File: config.mk
export PLATFORM = sky130hd
export DESIGN_NAME = bar_step_counter
export DESIGN_NICKNAME = d
export VERILOG_FILES = /design/src/rtl/bar_step_counter.sv
export SDC_FILE = /design/constraint.sdc
export NUM_CORES = 1
export LEC_CHECK = 0
export CORE_ASPECT_RATIO = 0.7
export CORE_MARGIN = 8
export CORE_UTILIZATION = 35
export CTS_CLUSTER_SIZE = 16
export DETAILED_ROUTE_END_ITERATION = 8
export SLEW_MARGIN = 5
export SYNTH_ARGS = -nofsm -noshare
export SYNTH_HDL_FRONTEND = slang
export SYNTH_SLANG_ARGS = --single-unit
File: constraint.sdc
create_clock -name CLK -period 3.8 [get_ports CLK]
set_input_delay 0.76 -clock CLK [delete_from_list [all_inputs] [get_ports CLK]]
set_output_delay 0.76 -clock CLK [all_outputs]
set_load 0.005 [all_outputs]
File: src/rtl/bar_step_counter.sv
// -----------------------------------------------------------------------------
// bar_step_counter
//
// Stopwatch-style step counter. It drives the 4-bit binary code that the
// 10-output one-hot bar decoder consumes. While running, the count advances
// 1..MAX_VAL by one step every DIV clocks and then wraps back to 1. The count
// never shows 0, so the decoder always receives a legal code.
//
// Parameters
//   DIV      clock cycles per count step (2..65535)
//   MAX_VAL  top count value before the wrap to 1 (2..15)
//
// Ports
//   CLK       system clock; all state changes on the rising edge
//   RESET_N   asynchronous, active-low reset
//   STRTSTOP  start/stop button level (synchronised); acts on its rising edge
//   CLR       clear request (level); honoured only while stopped
//   LAP       lap button level (synchronised); acts on its rising edge
//   BINARY    registered count code to the decoder, 1..MAX_VAL
//   CARRY     one-cycle pulse on the MAX_VAL->1 wrap, aligned with BINARY=1
//   RUNNING   high while the FSM is in RUN
//
// Build option
//   BAR_STEP_LAP_HOLD_EN  When defined, a LAP edge in RUN freezes BINARY and
//                         a second LAP edge releases it. Count, prescaler and
//                         CARRY keep running underneath. When not defined,
//                         LAP is ignored and BINARY always equals the count.
// -----------------------------------------------------------------------------
module bar_step_counter #(
   parameter int DIV     = 10,
   parameter int MAX_VAL = 10
) (
   input  logic       CLK,
   input  logic       RESET_N,
   input  logic       STRTSTOP,
   input  logic       CLR,
   input  logic       LAP,
   output logic [3:0] BINARY,
   output logic       CARRY,
   output logic       RUNNING
);

   localparam int            PW         = (DIV > 1) ? $clog2(DIV) : 1;
   localparam logic [PW-1:0] PRESC_LAST = PW'(DIV - 1);
   localparam logic [3:0]    MAX_CODE   = 4'(MAX_VAL);

   typedef enum logic [1:0] {
      ST_CLEARED = 2'd0,
      ST_RUN     = 2'd1,
      ST_STOPPED = 2'd2
   } state_e;

   state_e        state_q, state_d;
   logic          strt_q;
   logic          armed_q;
   logic          strt_edge;
   logic          clr_stop;
   logic [PW-1:0] presc_q, presc_d;
   logic [3:0]    count_q, count_d;
   logic          carry_q, carry_d;
   logic          running_q;
   logic          presc_en;
   logic          step;

   // A button held through reset must not count as a press. The edge detector
   // is armed only once STRTSTOP has been seen low after reset.
   assign strt_edge = STRTSTOP & ~strt_q & armed_q;
   assign clr_stop  = (state_q == ST_STOPPED) && CLR;

   // NOTE: every signal written in an always_comb gets a default at the top of
   // the block. A path that leaves a signal unassigned would infer a latch.
   always_comb begin : fsm_next
      state_d = state_q;
      case (state_q)
         ST_CLEARED: if (strt_edge) state_d = ST_RUN;
         ST_RUN:     if (strt_edge) state_d = ST_STOPPED;
         ST_STOPPED: begin
            // CLR takes priority over a start edge in the same cycle.
            if (CLR)            state_d = ST_CLEARED;
            else if (strt_edge) state_d = ST_RUN;
         end
         default:    state_d = ST_CLEARED;
      endcase
   end

   // The prescaler advances on every edge that enters or leaves RUN, as well
   // as inside RUN. As a result, the first step lands DIV cycles after the
   // start-edge cycle, and a stop edge that coincides with a step still
   // completes that step.
   always_comb begin : datapath
      presc_en = (state_q == ST_RUN) || (state_d == ST_RUN);
      step     = presc_en && (presc_q == PRESC_LAST);
      presc_d  = presc_q;
      count_d  = count_q;
      carry_d  = 1'b0;

      if (presc_en) begin
         presc_d = step ? '0 : presc_q + PW'(1);
      end

      if (step) begin
         // Using >= keeps the code inside 1..MAX_VAL even from a corrupted count.
         if (count_q >= MAX_CODE) begin
            count_d = 4'd1;
            carry_d = 1'b1;
         end else begin
            count_d = count_q + 4'd1;
         end
      end

      if (clr_stop) begin
         count_d = 4'd1;
         presc_d = '0;
      end
   end

   // NOTE: sequential state uses non-blocking assignments only. All registers
   // then update together from values sampled before the edge.
   always_ff @(posedge CLK or negedge RESET_N) begin
      if (!RESET_N) begin
         state_q   <= ST_CLEARED;
         strt_q    <= 1'b0;
         armed_q   <= 1'b0;
         presc_q   <= '0;
         count_q   <= 4'd1;
         carry_q   <= 1'b0;
         running_q <= 1'b0;
      end else begin
         state_q   <= state_d;
         strt_q    <= STRTSTOP;
         armed_q   <= armed_q | ~STRTSTOP;
         presc_q   <= presc_d;
         count_q   <= count_d;
         carry_q   <= carry_d;
         running_q <= (state_d == ST_RUN);
      end
   end

   assign CARRY   = carry_q;
   assign RUNNING = running_q;

`ifdef BAR_STEP_LAP_HOLD_EN
   logic       lap_q;
   logic       hold_q, hold_d;
   logic [3:0] disp_q, disp_d;

   always_comb begin : lap_hold
      hold_d = hold_q;
      if (clr_stop) begin
         hold_d = 1'b0;
      end else if ((state_q == ST_RUN) && LAP && !lap_q) begin
         hold_d = ~hold_q;
      end
      // While held, the display keeps the code it showed when the hold was
      // set. Releasing the hold shows the live count on the next cycle.
      disp_d = hold_d ? disp_q : count_d;
   end

   always_ff @(posedge CLK or negedge RESET_N) begin
      if (!RESET_N) begin
         lap_q  <= 1'b0;
         hold_q <= 1'b0;
         disp_q <= 4'd1;
      end else begin
         lap_q  <= LAP;
         hold_q <= hold_d;
         disp_q <= disp_d;
      end
   end

   assign BINARY = disp_q;
`else
   // LAP stays on the port list so the pinout matches the lap-hold build.
   logic lap_unused;
   assign lap_unused = LAP;
   assign BINARY     = count_q;
`endif

endmodule
==> impl_results.md <==
* Post-route ant nets at 0
* Least-Margin Pin Slew at approximately 0.64 ns
* Sequential group share of total power at 0.451
* Combinational share of power at 0.360
* Hold Path Sink: armed_q$_DFF_PN0_
* Pre-antenna DRT Iters at 4
* Area Growth Syn to Fin at 19.6%
* Die X at 70.5 um
* Hold buffers post-CTS at 0
* Net count, final at 91
* Worst slew margin at 0.574
* Reg2reg path depth at 5
* Num rows at 13
* Die Height at around 54 um
* Core area at 1900 sq um
* Grt total ovfl at 0
* Seq/Total Area, Yosys at 0.483
* Pwr/cell area at 662 nW/um^2
* TritonCTS clock tree: yes
* Final Critical Period at ~2.3 ns
* VDD IR-drop max at 0.453 mV
* Reg-to-Reg End: BINARY[2]$_DFFE_PN0P_
* Post-Syn Area at 728 sq um
* #FFs+latches synth at 14
* Slowest cell on crit path: clkdlybuf4s50_1
* Synth Warn # at 0
* RSZ-0062 raised after global routing: no
* Critical Path, Cell by Cell: clkdlybuf4s50_1 > nand3b_4 > a211o_1 > or4b_1 > a21oi_1
* Routed vias/inst at 5.20
* Hold Fails Final Rpt at 0
* Post-route clock period utilization at 0.603
* Hold depth at 1
* CTS clk-pin slew, worst paths at ~0.09 ns
* Starting Density at 0.383
* Mean Syn Cell Area at approximately 11 sq um
* WP data required at 4.02 ns
* Hold Startpoint: armed_q$_DFF_PN0_
* Number of remaining DRC errors at 0
* CP Class: input pin to flip-flop
* Clock share of power at 0.189
* PortBufs at 9
* Finish-stage setup viols at 0
* Post-cts sizing count at 0
* Total power draw at between 0.0005 and 0.0006 W
* Drt wl/cell at between 10 and 15 um
* Routed wire length at 1400 um
* Placed cell count at 99
* CTS max path bufs at 2
* Largest net degree at the start of global routing at 15
* CP arrival at 2.51 ns
* CP max stage delay at roughly 0.53 ns
* Worst setup SP type: input pin
* Max-Cap Viols at 0
* Clk_lat worst skew at 0.28 ns
* Netlist cell types at 29
* RD Place Congestion at 0.790
* Full die area at 3820 sq um
* Hpwl dp at 1050 um
* Setup total negative slack at 0 ns
* P_int at 0.000369 W
* I/O pin total at 11
* Largest delay share family, worst path: simple AND/OR/NAND/NOR gates
* H-Tree Depth at 1
* Worst path bufs/invs at 1
* Antenna violations before repair at 0
* R2R setup slack at 1.98 ns
* Sw Share at 0.360
* Gate Count Post-Synth at 69
* Skew final at 0.00195 ns
* Reg-to-Reg Start: BINARY[0]$_DFFE_PN1P_
* Commonest non-fill, non-tap cell in the layout: dfrtp_1
* P_leak at just over 0.4 nW
* Critical-path maximum fanout at 10
* Post-CTS setup buffer count at 0
* HP Class: flip-flop to flip-flop
* Fmax at about 440 MHz
* Clock root cell: clkbuf_4
* Vias in the first global route at 528
* P_sw at 0.000207 W
* Mapped Nets at 78
* Diodes inserted at 0
* Most frequent cells in the layout: dfrtp_1, nand2_1, clkdlybuf4s50_1
* Slew Viols, Final at 0
* Vias at 536
* Crit. End Element: flip-flop
* FILL cells at slightly below 200
* Drt initial violations at 22
* Non-filler cells, final at 103
* GRT Total Usage at 0.0843
* CTS Sinks at 14
* Layout cells sized above 1 at 0.111
* Status: finished, final reports clean
* Num CTS Buffers at 3
* Global-route wire length before repair at around 2500 um
layer usage:
metal / share of wire / track usage
met1: 0.53 / 0.106
met2: 0.40 / 0.127
met3: 0.065 / 0.0477
met4: 0.0050 / 0.00997
met5: 0 / 0
synth_stat cells:
cell      count  area share
inv_1         3       0.015
or3_2         1       0.010
nand3b_1      2       0.021
a21oi_1       4       0.027
buf_6         1       0.015
o21ai_0       3       0.021
nor2_1        5       0.026
o21a_1        1       0.010
a21o_1        1       0.010
dfstp_2       1       0.036
or4b_1        1       0.014
nand2_1       9       0.046
o22ai_1       1      0.0086
o31ai_1       1       0.010
o221a_2       1       0.015
mux2i_1       3       0.041
nand4_1       1      0.0086
or2b_2        1       0.012
ha_1          4       0.069
a211o_1       1       0.012
or3_1         1      0.0086
nand2b_1      1      0.0086
o31a_1        1       0.012
and3b_1       1       0.012
nand3b_4      1       0.027
o211ai_1      2       0.021
o211a_1       1       0.014
nand3_1       3       0.021
dfrtp_1      13        0.45
worst reg2reg max path: cells and delay by family (launching register included):
family / cells / cell delay [ns]
buffers and inverters: 1 / 0.05
adders and majority gates: 1 / 0.20
AOI/OAI and AO/OA: 2 / 0.43
and+or+nand+nor: 1 / 0.49
DFF: 1 / 0.58
metrics by stage:
| stage | setup slack [ns] | utilization | cell area, sq um | hold WS [ns] |
|---|---|---|---|---|
| after floorplan | 1.85 | - | 728 | 0.464 |
| after global placement | 1.20 | 0.439 | 835 | 0.518 |
| after detailed placement | 1.19 | 0.439 | 835 | 0.549 |
| after CTS | 1.50 | 0.458 | 871 | 0.569 |
| after global routing | 1.37 | 0.458 | 871 | 0.585 |
| final | 1.51 | 0.458 | 871 | 0.562 |
how the worst max path moves through the flow:
stage	cells past startpoint	endpoint	from	slack, ns
3_3_place_gp	5	BINARY[2]$_DFFE_PN0P_	STRTSTOP	1.20
2_1_floorplan	5	BINARY[2]$_DFFE_PN0P_	STRTSTOP	1.85
3_5_place_dp	5	BINARY[2]$_DFFE_PN0P_	STRTSTOP	1.19
4_1_cts	5	BINARY[2]$_DFFE_PN0P_	STRTSTOP	1.50
6_report	5	BINARY[2]$_DFFE_PN0P_	STRTSTOP	1.51
5_1_grt	5	BINARY[2]$_DFFE_PN0P_	STRTSTOP	1.37
power groups by stage:
stage	Clock (W)	Sequential [W]	Combinational [W]
final	0.000109	0.000260	0.000208
after global routing	0.000119	0.000271	0.000241
after CTS	0.000113	0.000259	0.000210
after detailed placement	0	0.000262	0.000209
after global placement	0	0.000261	0.000204
after floorplan	0	0.000253	0.000133
final cells by class:
class	instances	area, sq um	area share
multi-input combinational	51	354	0.407
tap	22	27.5	0.0316
timing repair buffer	9	90.1	0.103
sequential	14	352	0.404
clock buffer	4	36.3	0.0417
inverter	3	11.3	0.0129
state kept, by name (all words and copies together) (netlist names):
name and count:
state_q 2, strt_q 1, armed_q 1, presc_q 4, BINARY 4, CARRY 1
RUNNING 1
logic make-up after synthesis:
group / after synthesis / synth area share
AO/OA/AOI/OAI: 17 / 0.162
adder cells (fa/ha/maj): 4 / 0.0687
buffers and inverters: 4 / 0.0309
flip-flops: 14 / 0.483
multiplexers: 3 / 0.0412
AND/OR/NAND/NOR: 27 / 0.215
No activity file was read; power rests on OpenSTA's default activity.
